**config.mk**
```make
export PLATFORM = sky130hd
export DESIGN_NAME = hazard_ctrl_flat
export DESIGN_NICKNAME = d
export VERILOG_FILES = /design/src/rtl/hazard_ctrl_if.sv /design/src/rtl/hazard_ctrl.sv /design/src/flat_wrapper.sv
export SDC_FILE = /design/constraint.sdc
export NUM_CORES = 1
export LEC_CHECK = 0
export CAP_MARGIN = 20
export CORE_MARGIN = 2
export CORE_UTILIZATION = 33
export DETAILED_ROUTE_END_ITERATION = 6
export PLACE_DENSITY = 0.65
export SETUP_SLACK_MARGIN = 0.1
export SLEW_MARGIN = 20
export SYNTH_ARGS = -nofsm -noshare
export SYNTH_HDL_FRONTEND = slang
export SYNTH_SLANG_ARGS = --single-unit
export TNS_END_PERCENT = 1
```
**constraint.sdc**
```tcl
create_clock -name clk -period 5.4 [get_ports clk]
set_input_delay 1.08 -clock clk [delete_from_list [all_inputs] [get_ports clk]]
set_output_delay 1.08 -clock clk [all_outputs]
set_load 0.02 [all_outputs]
```
**src/rtl/hazard_ctrl_if.sv**
```systemverilog
// Handshake bundle between the D-stage decoder and the hazard controller.
// The decoder side (master) supplies decoded D-stage fields and the E-stage
// MD start strobe; the controller side (slave) returns the stall and the
// forwarding-mux selects.
interface hazard_ctrl_if;
    logic [4:0] rs_d;
    logic [4:0] rt_d;
    logic [1:0] tuse_rs_d;
    logic [1:0] tuse_rt_d;
    logic [4:0] wa_d;
    logic [1:0] tnew_d;
    logic       md_d;
    logic       md_start_e;
    logic       md_div_e;

    logic       stall;
    logic [1:0] fwd_rs_d;
    logic [1:0] fwd_rt_d;
    logic [1:0] fwd_rs_e;
    logic [1:0] fwd_rt_e;
    logic       md_busy;

    modport master (
        output rs_d, rt_d, tuse_rs_d, tuse_rt_d, wa_d, tnew_d,
               md_d, md_start_e, md_div_e,
        input  stall, fwd_rs_d, fwd_rt_d, fwd_rs_e, fwd_rt_e, md_busy
    );

    modport slave (
        input  rs_d, rt_d, tuse_rs_d, tuse_rt_d, wa_d, tnew_d,
               md_d, md_start_e, md_div_e,
        output stall, fwd_rs_d, fwd_rt_d, fwd_rs_e, fwd_rt_e, md_busy
    );
endinterface

```
**src/rtl/hazard_ctrl.sv**
```systemverilog
// Pipeline hazard controller for the five-stage MIPS core.
// Shadows the destination register and result readiness (Tnew) of the
// instructions in E, M and W, stalls D when an operand cannot be supplied
// in time, picks forwarding sources for D and E operands, and counts down
// the busy period of the multi-cycle multiply/divide unit.
module hazard_ctrl #(
    parameter int MULT_CYCLES = 5,
    parameter int DIV_CYCLES  = 10
) (
    input  logic          clk,
    input  logic          reset_n,
    hazard_ctrl_if.slave  hz
);

    localparam logic [3:0] MULT_LOAD = 4'(MULT_CYCLES);
    localparam logic [3:0] DIV_LOAD  = 4'(DIV_CYCLES);

    localparam logic [1:0] TUSE_NONE = 2'd3;

    localparam logic [1:0] FWD_NONE = 2'b00;
    localparam logic [1:0] FWD_E    = 2'b01;
    localparam logic [1:0] FWD_M    = 2'b10;
    localparam logic [1:0] FWD_W    = 2'b11;

    // Shadow registers for E, M and W, plus the MD busy counter
    logic [4:0] rs_e_q,   rs_e_d;
    logic [4:0] rt_e_q,   rt_e_d;
    logic [4:0] wa_e_q,   wa_e_d;
    logic [1:0] tnew_e_q, tnew_e_d;
    logic [4:0] wa_m_q,   wa_m_d;
    logic [1:0] tnew_m_q, tnew_m_d;
    logic [4:0] wa_w_q,   wa_w_d;
    logic [3:0] md_cnt_q, md_cnt_d;

    logic stall_rs;
    logic stall_rt;
    logic stall_md;
    logic stall_int;
    logic busy_int;

    // A D operand must wait if the producer in E or M will not have its
    // result before the operand is consumed. Register 0 and unused operands
    // never stall.
    function automatic logic operand_stall(
        input logic [4:0] r,
        input logic [1:0] tuse,
        input logic [4:0] wa_e,
        input logic [1:0] tnew_e,
        input logic [4:0] wa_m,
        input logic [1:0] tnew_m
    );
        logic hit;
        hit = 1'b0;
        if (tuse != TUSE_NONE && r != 5'd0) begin
            if (r == wa_e && tnew_e > tuse) begin
                hit = 1'b1;
            end else if (r == wa_m && tnew_m > tuse) begin
                hit = 1'b1;
            end
        end
        return hit;
    endfunction

    // D-operand source: nearest stage whose result already exists.
    function automatic logic [1:0] fwd_sel_d(
        input logic [4:0] r,
        input logic [4:0] wa_e,
        input logic [1:0] tnew_e,
        input logic [4:0] wa_m,
        input logic [1:0] tnew_m,
        input logic [4:0] wa_w
    );
        logic [1:0] sel;
        sel = FWD_NONE;
        if (r != 5'd0) begin
            if (r == wa_e && tnew_e == 2'd0) begin
                sel = FWD_E;
            end else if (r == wa_m && tnew_m == 2'd0) begin
                sel = FWD_M;
            end else if (r == wa_w) begin
                sel = FWD_W;
            end
        end
        return sel;
    endfunction

    // E-operand source: M result if ready, else W write-back data.
    function automatic logic [1:0] fwd_sel_e(
        input logic [4:0] r,
        input logic [4:0] wa_m,
        input logic [1:0] tnew_m,
        input logic [4:0] wa_w
    );
        logic [1:0] sel;
        sel = FWD_NONE;
        if (r != 5'd0) begin
            if (r == wa_m && tnew_m == 2'd0) begin
                sel = FWD_M;
            end else if (r == wa_w) begin
                sel = FWD_W;
            end
        end
        return sel;
    endfunction

    // Stall decision and forwarding selects from the shadows and D fields
    always_comb begin
        stall_rs  = operand_stall(hz.rs_d, hz.tuse_rs_d, wa_e_q, tnew_e_q, wa_m_q, tnew_m_q);
        stall_rt  = operand_stall(hz.rt_d, hz.tuse_rt_d, wa_e_q, tnew_e_q, wa_m_q, tnew_m_q);
        busy_int  = (md_cnt_q != 4'd0);
        stall_md  = hz.md_d && (busy_int || hz.md_start_e);
        stall_int = stall_rs || stall_rt || stall_md;

        hz.stall    = reset_n && stall_int;
        hz.md_busy  = reset_n && busy_int;
        hz.fwd_rs_d = FWD_NONE;
        hz.fwd_rt_d = FWD_NONE;
        hz.fwd_rs_e = FWD_NONE;
        hz.fwd_rt_e = FWD_NONE;
        if (reset_n) begin
            hz.fwd_rs_d = fwd_sel_d(hz.rs_d, wa_e_q, tnew_e_q, wa_m_q, tnew_m_q, wa_w_q);
            hz.fwd_rt_d = fwd_sel_d(hz.rt_d, wa_e_q, tnew_e_q, wa_m_q, tnew_m_q, wa_w_q);
            hz.fwd_rs_e = fwd_sel_e(rs_e_q, wa_m_q, tnew_m_q, wa_w_q);
            hz.fwd_rt_e = fwd_sel_e(rt_e_q, wa_m_q, tnew_m_q, wa_w_q);
        end
    end

    // Next shadow state: advance the pipeline, inserting a bubble into E on
    // stall, and step the MD busy counter (a start while busy is ignored)
    always_comb begin
        rs_e_d   = 5'd0;
        rt_e_d   = 5'd0;
        wa_e_d   = 5'd0;
        tnew_e_d = 2'd0;
        if (!stall_int) begin
            rs_e_d   = hz.rs_d;
            rt_e_d   = hz.rt_d;
            wa_e_d   = hz.wa_d;
            tnew_e_d = hz.tnew_d;
        end

        wa_m_d   = wa_e_q;
        tnew_m_d = (tnew_e_q == 2'd0) ? 2'd0 : tnew_e_q - 2'd1;
        wa_w_d   = wa_m_q;

        md_cnt_d = md_cnt_q;
        if (hz.md_start_e && md_cnt_q == 4'd0) begin
            md_cnt_d = hz.md_div_e ? DIV_LOAD : MULT_LOAD;
        end else if (md_cnt_q != 4'd0) begin
            md_cnt_d = md_cnt_q - 4'd1;
        end
    end

    // Shadow and counter registers, cleared asynchronously on reset
    always_ff @(posedge clk or negedge reset_n) begin
        if (!reset_n) begin
            rs_e_q   <= 5'd0;
            rt_e_q   <= 5'd0;
            wa_e_q   <= 5'd0;
            tnew_e_q <= 2'd0;
            wa_m_q   <= 5'd0;
            tnew_m_q <= 2'd0;
            wa_w_q   <= 5'd0;
            md_cnt_q <= 4'd0;
        end else begin
            rs_e_q   <= rs_e_d;
            rt_e_q   <= rt_e_d;
            wa_e_q   <= wa_e_d;
            tnew_e_q <= tnew_e_d;
            wa_m_q   <= wa_m_d;
            tnew_m_q <= tnew_m_d;
            wa_w_q   <= wa_w_d;
            md_cnt_q <= md_cnt_d;
        end
    end

endmodule

```
**src/flat_wrapper.sv**
```systemverilog
// flat-port wrapper written by rule: the top's interface ports become plain ports
module hazard_ctrl_flat 
#(
    parameter int MULT_CYCLES = 5,
    parameter int DIV_CYCLES  = 10
)
  (clk, reset_n, hz_rs_d, hz_rt_d, hz_tuse_rs_d, hz_tuse_rt_d, hz_wa_d, hz_tnew_d, hz_md_d, hz_md_start_e, hz_md_div_e, hz_stall, hz_fwd_rs_d, hz_fwd_rt_d, hz_fwd_rs_e, hz_fwd_rt_e, hz_md_busy);
  hazard_ctrl_if hz_i ();
  input  logic clk;
  input  logic reset_n;
  input wire logic [$bits(hz_i.rs_d)-1:0] hz_rs_d;
  input wire logic [$bits(hz_i.rt_d)-1:0] hz_rt_d;
  input wire logic [$bits(hz_i.tuse_rs_d)-1:0] hz_tuse_rs_d;
  input wire logic [$bits(hz_i.tuse_rt_d)-1:0] hz_tuse_rt_d;
  input wire logic [$bits(hz_i.wa_d)-1:0] hz_wa_d;
  input wire logic [$bits(hz_i.tnew_d)-1:0] hz_tnew_d;
  input wire logic [$bits(hz_i.md_d)-1:0] hz_md_d;
  input wire logic [$bits(hz_i.md_start_e)-1:0] hz_md_start_e;
  input wire logic [$bits(hz_i.md_div_e)-1:0] hz_md_div_e;
  output wire logic [$bits(hz_i.stall)-1:0] hz_stall;
  output wire logic [$bits(hz_i.fwd_rs_d)-1:0] hz_fwd_rs_d;
  output wire logic [$bits(hz_i.fwd_rt_d)-1:0] hz_fwd_rt_d;
  output wire logic [$bits(hz_i.fwd_rs_e)-1:0] hz_fwd_rs_e;
  output wire logic [$bits(hz_i.fwd_rt_e)-1:0] hz_fwd_rt_e;
  output wire logic [$bits(hz_i.md_busy)-1:0] hz_md_busy;
  assign hz_i.rs_d = hz_rs_d;
  assign hz_i.rt_d = hz_rt_d;
  assign hz_i.tuse_rs_d = hz_tuse_rs_d;
  assign hz_i.tuse_rt_d = hz_tuse_rt_d;
  assign hz_i.wa_d = hz_wa_d;
  assign hz_i.tnew_d = hz_tnew_d;
  assign hz_i.md_d = hz_md_d;
  assign hz_i.md_start_e = hz_md_start_e;
  assign hz_i.md_div_e = hz_md_div_e;
  assign hz_stall = hz_i.stall;
  assign hz_fwd_rs_d = hz_i.fwd_rs_d;
  assign hz_fwd_rt_d = hz_i.fwd_rt_d;
  assign hz_fwd_rs_e = hz_i.fwd_rs_e;
  assign hz_fwd_rt_e = hz_i.fwd_rt_e;
  assign hz_md_busy = hz_i.md_busy;
  hazard_ctrl #(.MULT_CYCLES(MULT_CYCLES), .DIV_CYCLES(DIV_CYCLES)) u_core (.clk(clk), .reset_n(reset_n), .hz(hz_i));
endmodule
```
---- Word level (Yosys, flattened, before mapping) ----
Index checks and enable logic that the tools add are counted.
cells by class
  add/subtract/negate cells ............... 2
  magnitude comparators ................... 4
  eq/ne operators ......................... 12
  muxes and demuxes ....................... 32
  reduce and logical (&&, ||, !) cells .... 28
operators by type and width
  cell                 count
  $eq 5x5->1           10
  $mux 2               20
  $reduce_bool 5->1    4
  $logic_and 1x1->1    16
  $mux 5               3
  $mux 4               3
  $gt 2x2->1           4
  $mux 1               6
  $logic_not 2->1      2
  $logic_not 4->1      1
  $ne 2x2->1 const B   2
  $reduce_bool 4->1    1
  $sub 4x1->4 const B  1
  $logic_or 1x1->1     3
  $reduce_bool 2->1    1
  $sub 2x1->2 const B  1
word-level totals
  bits in registers ....................... 33
  input bits .............................. 26
  output and inout port bits .............. 10
  word-level logic and storage cells ...... 86

---- Logic depth before layout (Yosys ltp) ----
Gate-level depths: netlist of run 1.
  depth in word-level cells ............... 8
  mapped depth ............................ 8

---- Worst setup path after synthesis of run 1 ----
OpenSTA, ideal clock, no wires.
  path kind ............................... input-to-output
  from .................................... input port hz_tuse_rs_d[1]
  to ...................................... output port hz_stall
  arrival time ............................ 2568 ps
  slack ................................... 1752 ps
  stages on the path ...................... 7
  buffers on the path ..................... 0
  cell sequence ........................... inv_1 ha_1 and2_1 a2111oi_0 a2bb2oi_1 o221ai_4 o21a_1
on the way
  longest elaborated chain between the ends .. 8
  elaborated cells between the ends (all ways) .. 12
  those cells by class .................... order compare: 2; eq/ne: 1; mux: 3; reduce/logical: 6
ends and longest elaborated chain
  item                                RTL line            text
  from (decl)                         flat_wrapper.sv:13  input wire logic [$bits(hz_i.tuse_rs_d)-1:0] hz_tuse_rs_d;
  $gt 2x2->1                          hazard_ctrl.sv:57   end else if (r == wa_m && tnew_m > tuse) begin
  $logic_and 1x1->1                   hazard_ctrl.sv:57
  $mux 1                              hazard_ctrl.sv:57
  $mux 1                              hazard_ctrl.sv:55   if (r == wa_e && tnew_e > tuse) begin
  $mux 1 (*)                          hazard_ctrl.sv:54   if (tuse != TUSE_NONE && r != 5'd0) begin
  $logic_or 1x1->1 (*) (2 in series)  hazard_ctrl.sv:112  stall_int = stall_rs || stall_rt || stall_md;
  $logic_and 1x1->1 (*)               hazard_ctrl.sv:114  hz.stall = reset_n && stall_int;
  to (decl)                           flat_wrapper.sv:20  output wire logic [$bits(hz_i.stall)-1:0] hz_stall;
Every way passes the cells marked *; elsewhere a longest branch is shown, timed or not.

---- Final worst setup path of run 1 ----
Same ends and word-level chain as after synthesis.

==> results.py, run 1 <==
metrics = {
    "yosys": {
        "synth_common_cells": "33 x dfrtp_1, 30 x xnor2_1, 21 x xor2_1",
        "yosysUniqueCellTypes": 42,
        "ys_warn_count": 0,
        "syn_area_sq_um": 2180,
        "yosys.area.top_type": "dfrtp_1",
        "netlist_top_cells_area": "dfrtp_1 38%, xnor2_1 12%, xor2_1 8.4%, ha_1 5.7%, nor3b_2 5.7%",
        "synth_seq_cells": 33,
        "synth-main-ff-cell": "dfrtp_1",
        "synth-edff-count": 0,
        "async_flop_share": 1.00,
        "synth_top_area_frac": 0.379,
        "post_synth.cell_area_avg_sq_um": 10.5,
        "yosysMostFrequentCell": "dfrtp_1",
        "syn_nets": 244,
        "synthCells": 208,
        "seq_area_frac_synth": 0.379,
    },
    "global_routing": {
        "track_usage": 0.144,
        "grt-ovfl-total": 0,
        "grt_pass1_wl_um": 8180,
        "grt_max_degree": 22,
        "antenna_found_initial": 0,
        "first_global_vias": 1685,
    },
    "drt": {
        "vias": 1630,
        "drcViolationCount": 0,
        "drt_iter0_markers": 32,
        "via_per_inst": 5.00,
        "ant_nets": 0,
        "wl_um": 4900,
        "first_pass_iters": 4,
        "post_drt_wl_per_cell_um": 15.0,
    },
    "finish": {
        "drive_gt1_frac": 0.116,
        "antenna_cells": 0,
        "nets": 284,
        "area_growth_syn_to_layout_pct": 25.0,
    },
    "flow_run": {
        "cap_violations": 0,
    },
    "pwr": {
        "seqPwrFrac": 0.410,
        "peakVddDrop_mv": 0.212,
        "p_clk_frac": 0.292,
        "p_switching_w": 0.000255,
        "p_comb_frac": 0.298,
        "total_power_w": 0.000815,
        "intPower_w": 0.000559,
        "powerDensity_nw_per_um2": 299,
        "p_leak_nw": 1.11,
        "p_sw_frac": 0.313,
    },
    "place": {
        "dpl.hpwl_um": 3780,
        "port_buffers": 35,
        "routabilityCongestion": 0.804,
    },
    "cts": {
        "cts-root-buf": "clkbuf_8",
        "cts_buffer_depth": 2,
        "clkSlewWorstSetupHoldPaths_ns": 0.06,
        "cts_resized": 0,
        "cts_sinks": 33,
        "cts_hold_buffers": 0,
        "postCtsSetupRepairBufs": 0,
        "insertion_delay_ns": 0.28,
        "cts-buffers-inserted": 5,
        "htreeDepth": 2,
        "cts_tree": "yes",
    },
    "die": {
        "core_area_sq_um": 6350,
        "ioPinCount": 36,
        "start_util": 0.343,
        "fp-row-count": 29,
        "die_w_um": 85.2,
        "dieHeight_um": 85.2,
        "die_area_sq_um": 7270,
    },
    "timing": {
        "setup-violations-final": 0,
        "tightest_slew_ns": 0.427,
        "fin_crit_sh": 0.860,
        "setup_tns_ns": 0,
        "slew_headroom": 0.715,
        "finClkSkew_ns": 0.00358,
        "maxSlewViolCount": 0,
        "fmax_mhz": 215,
        "rsz0062_at_grt": "no",
        "min_period_ns": 4.64,
        "hold_viol_final": 0,
        "holdWs_ns": 0.467,
    },
    "critical_path": {
        "worstPathMaxFanout": 2,
        "arrival_ns": 3.56,
        "cp-end-kind": "output pin",
        "critPathLaunchType": "primary input",
        "cp_data_required_time_ns": 4.32,
        "crit_type": "in -> out",
        "critPathSlowestCell": "clkdlybuf4s50_1",
        "crit_path_frequent_cell": "clkdlybuf4s50_1",
        "reg2regPathDepth": 7,
        "slowest_delay_ns": 0.60,
        "path_cells": "clkdlybuf4s50_1 > inv_1 > ha_1 > and2_1 > a2111oi_0 > a2bb2oi_1 > o221ai_4 > o21a_1 > clkdlybuf4s50_1",
    },
    "min_path": {
        "hold_class": "reg -> reg",
        "hold_depth": 0,
    },
    "outcome": {
        "status": "finished, final reports clean",
    },
}
-- state kept, by name, indices dropped and copies added, names as in the netlist --
name and cells:
u_core.wa_m_q 5, u_core.rt_e_q 5, u_core.tnew_m_q 2, u_core.wa_w_q 5, u_core.rs_e_q 5, u_core.md_cnt_q 4
u_core.wa_e_q 5, u_core.tnew_e_q 2
-- critical path, delay by kind of cell --
family	cells	cell delay, ns
buffers and inverters	3	1.13
AO/OA/AOI/OAI	4	0.90
adder cells (fa/ha/maj)	1	0.30
AND/OR/NAND/NOR	1	0.14
-- layer usage --
metal | GRT usage | vias up | part of all wire
li1 | - | 807 | -
met5 | 0 | - | 0
met2 | 0.233 | 28 | 0.46
met1 | 0.195 | 791 | 0.50
met4 | 0.0346 | 0 | 0.0094
met3 | 0.0321 | 4 | 0.032
-- metrics by stage --
stage                     instances  cell area, sq um  utilization  setup slack, ns
after floorplan                 208              2180            -             1.75
after global placement          318              2610        0.410            0.777
after global routing            326              2720        0.429            0.554
final                           326              2720        0.429            0.756
after CTS                       326              2720        0.429            0.730
after detailed placement        318              2610        0.410            0.739
-- layout make-up --
class | count | area [sq um]
Fill cell | 588 | 3630
Sequential cell | 33 | 826
Multi-Input combinational cell | 160 | 1280
Clock buffer | 7 | 86.3
Clock inverter | 1 | 30.0
Inverter | 10 | 37.5
Timing Repair Buffer | 38 | 368
Tap cell | 77 | 96.3
-- kinds of logic after synthesis --
family,after synthesis,synth area share
AOI/OAI and AO/OA,31,0.119
buffers and inverters,15,0.0339
and+or+nand+nor,68,0.206
DFF,33,0.379
xor gates and xnor gates,51,0.205
adders and majority gates,10,0.0574
-- power by group through the flow --
stage / registers, W / logic, W / clock network [W]
detailed placement: 0.000339 / 0.000245 / 0
floorplan: 0.000323 / 0.000179 / 0
global route: 0.000341 / 0.000272 / 0.000253
global placement: 0.000338 / 0.000239 / 0
finish: 0.000334 / 0.000243 / 0.000238
CTS: 0.000335 / 0.000246 / 0.000243
-- layout by cell type (no fill, tap or decap), types with 2 or more instances in the layout --
cell type,netlist,final
nor4_1,2,2
clkbuf_8,0,6
nor2_1,6,6
o31ai_1,2,2
a21oi_1,7,7
dfrtp_1,33,33
nand4_1,2,2
nor2b_1,2,2
clkdlybuf4s50_1,0,34
ha_1,10,10
nor3b_2,10,10
nand2b_1,2,2
buf_4,0,3
xnor2_1,30,30
nand2_1,12,12
or4_1,3,3
o21ai_1,7,7
inv_1,10,10
xor2_1,21,21
nor3b_1,7,7
nor3_1,8,8
and2_1,3,3
nand3_1,7,7
-- final timing paths --
| path | from | endpoint | slack [ns] |
|---|---|---|---|
| max | hz_tuse_rs_d[1] | hz_stall | 0.76 |
| min | u_core.wa_e_q[4] | u_core.wa_m_q[4] | 0.47 |
| max reg2reg | u_core.tnew_m_q[1] | u_core.wa_e_q[4] | 3.29 |
| min reg2reg | u_core.wa_e_q[4] | u_core.wa_m_q[4] | 0.47 |
| max in group asynchronous | reset_n | u_core.rt_e_q[0] | 4.06 |
| min in group asynchronous | reset_n | u_core.tnew_m_q[0] | 0.73 |
No activity file was read; power rests on OpenSTA's default activity.
==> run 2, diff against run 1 <==
CORE_MARGIN = default   (was 2)
CORE_UTILIZATION = 57   (was 33)
PLACE_DENSITY = 0.95   (was 0.65)
==> run 2 against run 1 <==
  * Register-to-register slack lost 0.16 ns
  * Sequential share of layout area grew 0.27 points
  * Fmax shrank 3.6%
  * Critical endpoint unchanged
  * Sequential power is essentially flat
==> results.py, run 2 (same netlist as run 1, synthesis figures left out) <==
metrics = {
    "outcome": {
        "status": "finished, final reports clean",
    },
    "critical_path": {
        "critPathSlowestCell": "clkdlybuf4s50_1",
        "reg2reg_setup_slack_ns": 3.13,
        "crit_type": "in -> out",
        "cp_data_required_time_ns": 4.32,
        "arrival_ns": 3.74,
        "reg2regPathDepth": 8,
        "worstPathMaxFanout": 2,
        "crit_family": "buffers and inverters",
        "cp_num_buf_inv": 3,
        "crit_path_frequent_cell": "clkdlybuf4s50_1",
        "path_cells": "clkdlybuf4s50_1 > inv_1 > ha_1 > and2_1 > a2111oi_0 > a2bb2oi_1 > o221ai_4 > o21a_1 > clkdlybuf4s50_1",
        "cp-end-kind": "output pin",
        "r2r_end": "u_core.wa_e_q[4]",
        "critPathLaunchType": "primary input",
        "crit_start": "hz_tuse_rs_d[1]",
        "slowest_delay_ns": 0.60,
        "regToRegStartpoint": "u_core.tnew_m_q[0]",
    },
    "cts": {
        "cts_hold_buffers": 0,
        "htreeDepth": 2,
        "insertion_delay_ns": 0.29,
        "postCtsSetupRepairBufs": 0,
        "cts-root-buf": "clkbuf_8",
        "cts-buffers-inserted": 5,
        "cts_buffer_depth": 2,
        "clkSlewWorstSetupHoldPaths_ns": 0.06,
        "cts_sinks": 33,
        "cts_tree": "yes",
        "cts_resized": 0,
    },
    "global_routing": {
        "grt_max_degree": 23,
        "grt-ovfl-total": 0,
        "grt_pass1_wl_um": 8250,
        "track_usage": 0.274,
        "first_global_vias": 1671,
        "antenna_found_initial": 0,
    },
    "timing": {
        "fin_crit_sh": 0.892,
        "maxSlewViolCount": 0,
        "hold_viol_final": 0,
        "tightest_slew_ns": 0.482,
        "min_period_ns": 4.82,
        "setup_tns_ns": 0,
        "fmax_mhz": 208,
        "setup-violations-final": 0,
        "holdWs_ns": 0.440,
        "rsz0062_at_grt": "no",
        "finClkSkew_ns": 0.00527,
        "slew_headroom": 0.671,
    },
    "min_path": {
        "holdPathEnd": "u_core.wa_m_q[3]",
        "min-delay-start": "u_core.wa_e_q[3]",
        "hold_class": "reg -> reg",
        "hold_depth": 0,
    },
    "die": {
        "dieHeight_um": 63.8,
        "ioPinCount": 36,
        "core_area_sq_um": 3660,
        "die_w_um": 63.8,
        "start_util": 0.595,
        "die_area_sq_um": 4070,
        "fp-row-count": 22,
    },
    "drt": {
        "via_per_inst": 5.80,
        "drcViolationCount": 0,
        "wl_um": 4940,
        "drt_iter0_markers": 87,
        "first_pass_iters": 4,
        "post_drt_wl_per_cell_um": 16.6,
        "vias": 1729,
        "ant_nets": 0,
    },
    "finish": {
        "regArea_sq_um": 826,
        "drive_gt1_frac": 0.116,
        "area_growth_syn_to_layout_pct": 23.9,
        "final_core_util": 0.737,
        "final_cell_mix": "35 x clkdlybuf4s50_1, 33 x dfrtp_1, 30 x xnor2_1, 21 x xor2_1, 12 x nand2_1",
        "nets": 285,
        "antenna_cells": 0,
        "layout_commonest_cell": "clkdlybuf4s50_1",
        "multi_input_area_sq_um": 1280,
        "n_fill_cell": 259,
    },
    "flow_run": {
        "cap_violations": 0,
    },
    "pwr": {
        "peakVddDrop_mv": 0.237,
        "p_leak_nw": 1.12,
        "powerDensity_nw_per_um2": 306,
    },
    "place": {
        "routabilityCongestion": 0.825,
        "dpl.hpwl_um": 3660,
        "port_buffers": 35,
    },
}
run 2: cell types whose count changed in the layout (fill, tap and decap cells not counted):
cell and delta:
buf_2 -1, buf_4 +1, clkdlybuf4s50_1 +1
run 2: cell type report:
cell class	instances	area share
multi-input cells	160	0.474
flip-flops and latches	33	0.306
repair buffers	39	0.141
clock buffers	7	0.0320
well taps	48	0.0223
inverters	10	0.0139
clock inverters	1	0.0111
run 2: worst max-delay path by stage:
stage,to,slack (ns),cells after the start
floorplan,hz_stall,1.75,7
global placement,hz_stall,0.79,9
detailed placement,hz_stall,0.59,9
CTS,hz_stall,0.57,9
global route,hz_stall,0.42,9
finish,hz_stall,0.58,9
run 2: metal layers:
layer / share of wire / GRT usage / up-vias
li1: - / - / 812
met1: 0.43 / 0.359 / 846
met2: 0.49 / 0.434 / 58
met3: 0.055 / 0.0625 / 13
met4: 0.022 / 0.116 / 0
met5: 0 / 0 / -
run 2: power by group:
group          internal [W]  switching [W]  leakage [nW]  total [W]
sequential         0.000285      0.0000497         0.422   0.000335
combinational      0.000125       0.000126         0.635   0.000251
clock              0.000150      0.0000894        0.0585   0.000240
run 2: metrics by stage:
stage	setup slack, ns	total power, W	std cells	cell area, sq um
floorplan	1.75	0.000502	208	2180
global placement	0.791	0.000572	290	2580
detailed placement	0.588	0.000585	290	2580
CTS	0.574	0.000831	298	2700
global route	0.425	0.000876	298	2700
finish	0.585	0.000826	298	2700
run 2: worst register-to-register path: stages (launching register included):
cell and delay (ns):
dfrtp_1 0.38, inv_1 0.09, ha_1 0.23, and2_1 0.15
a2111oi_0 0.48, a2bb2oi_1 0.21, o221ai_4 0.21, buf_4 0.31
nor3b_1 0.10
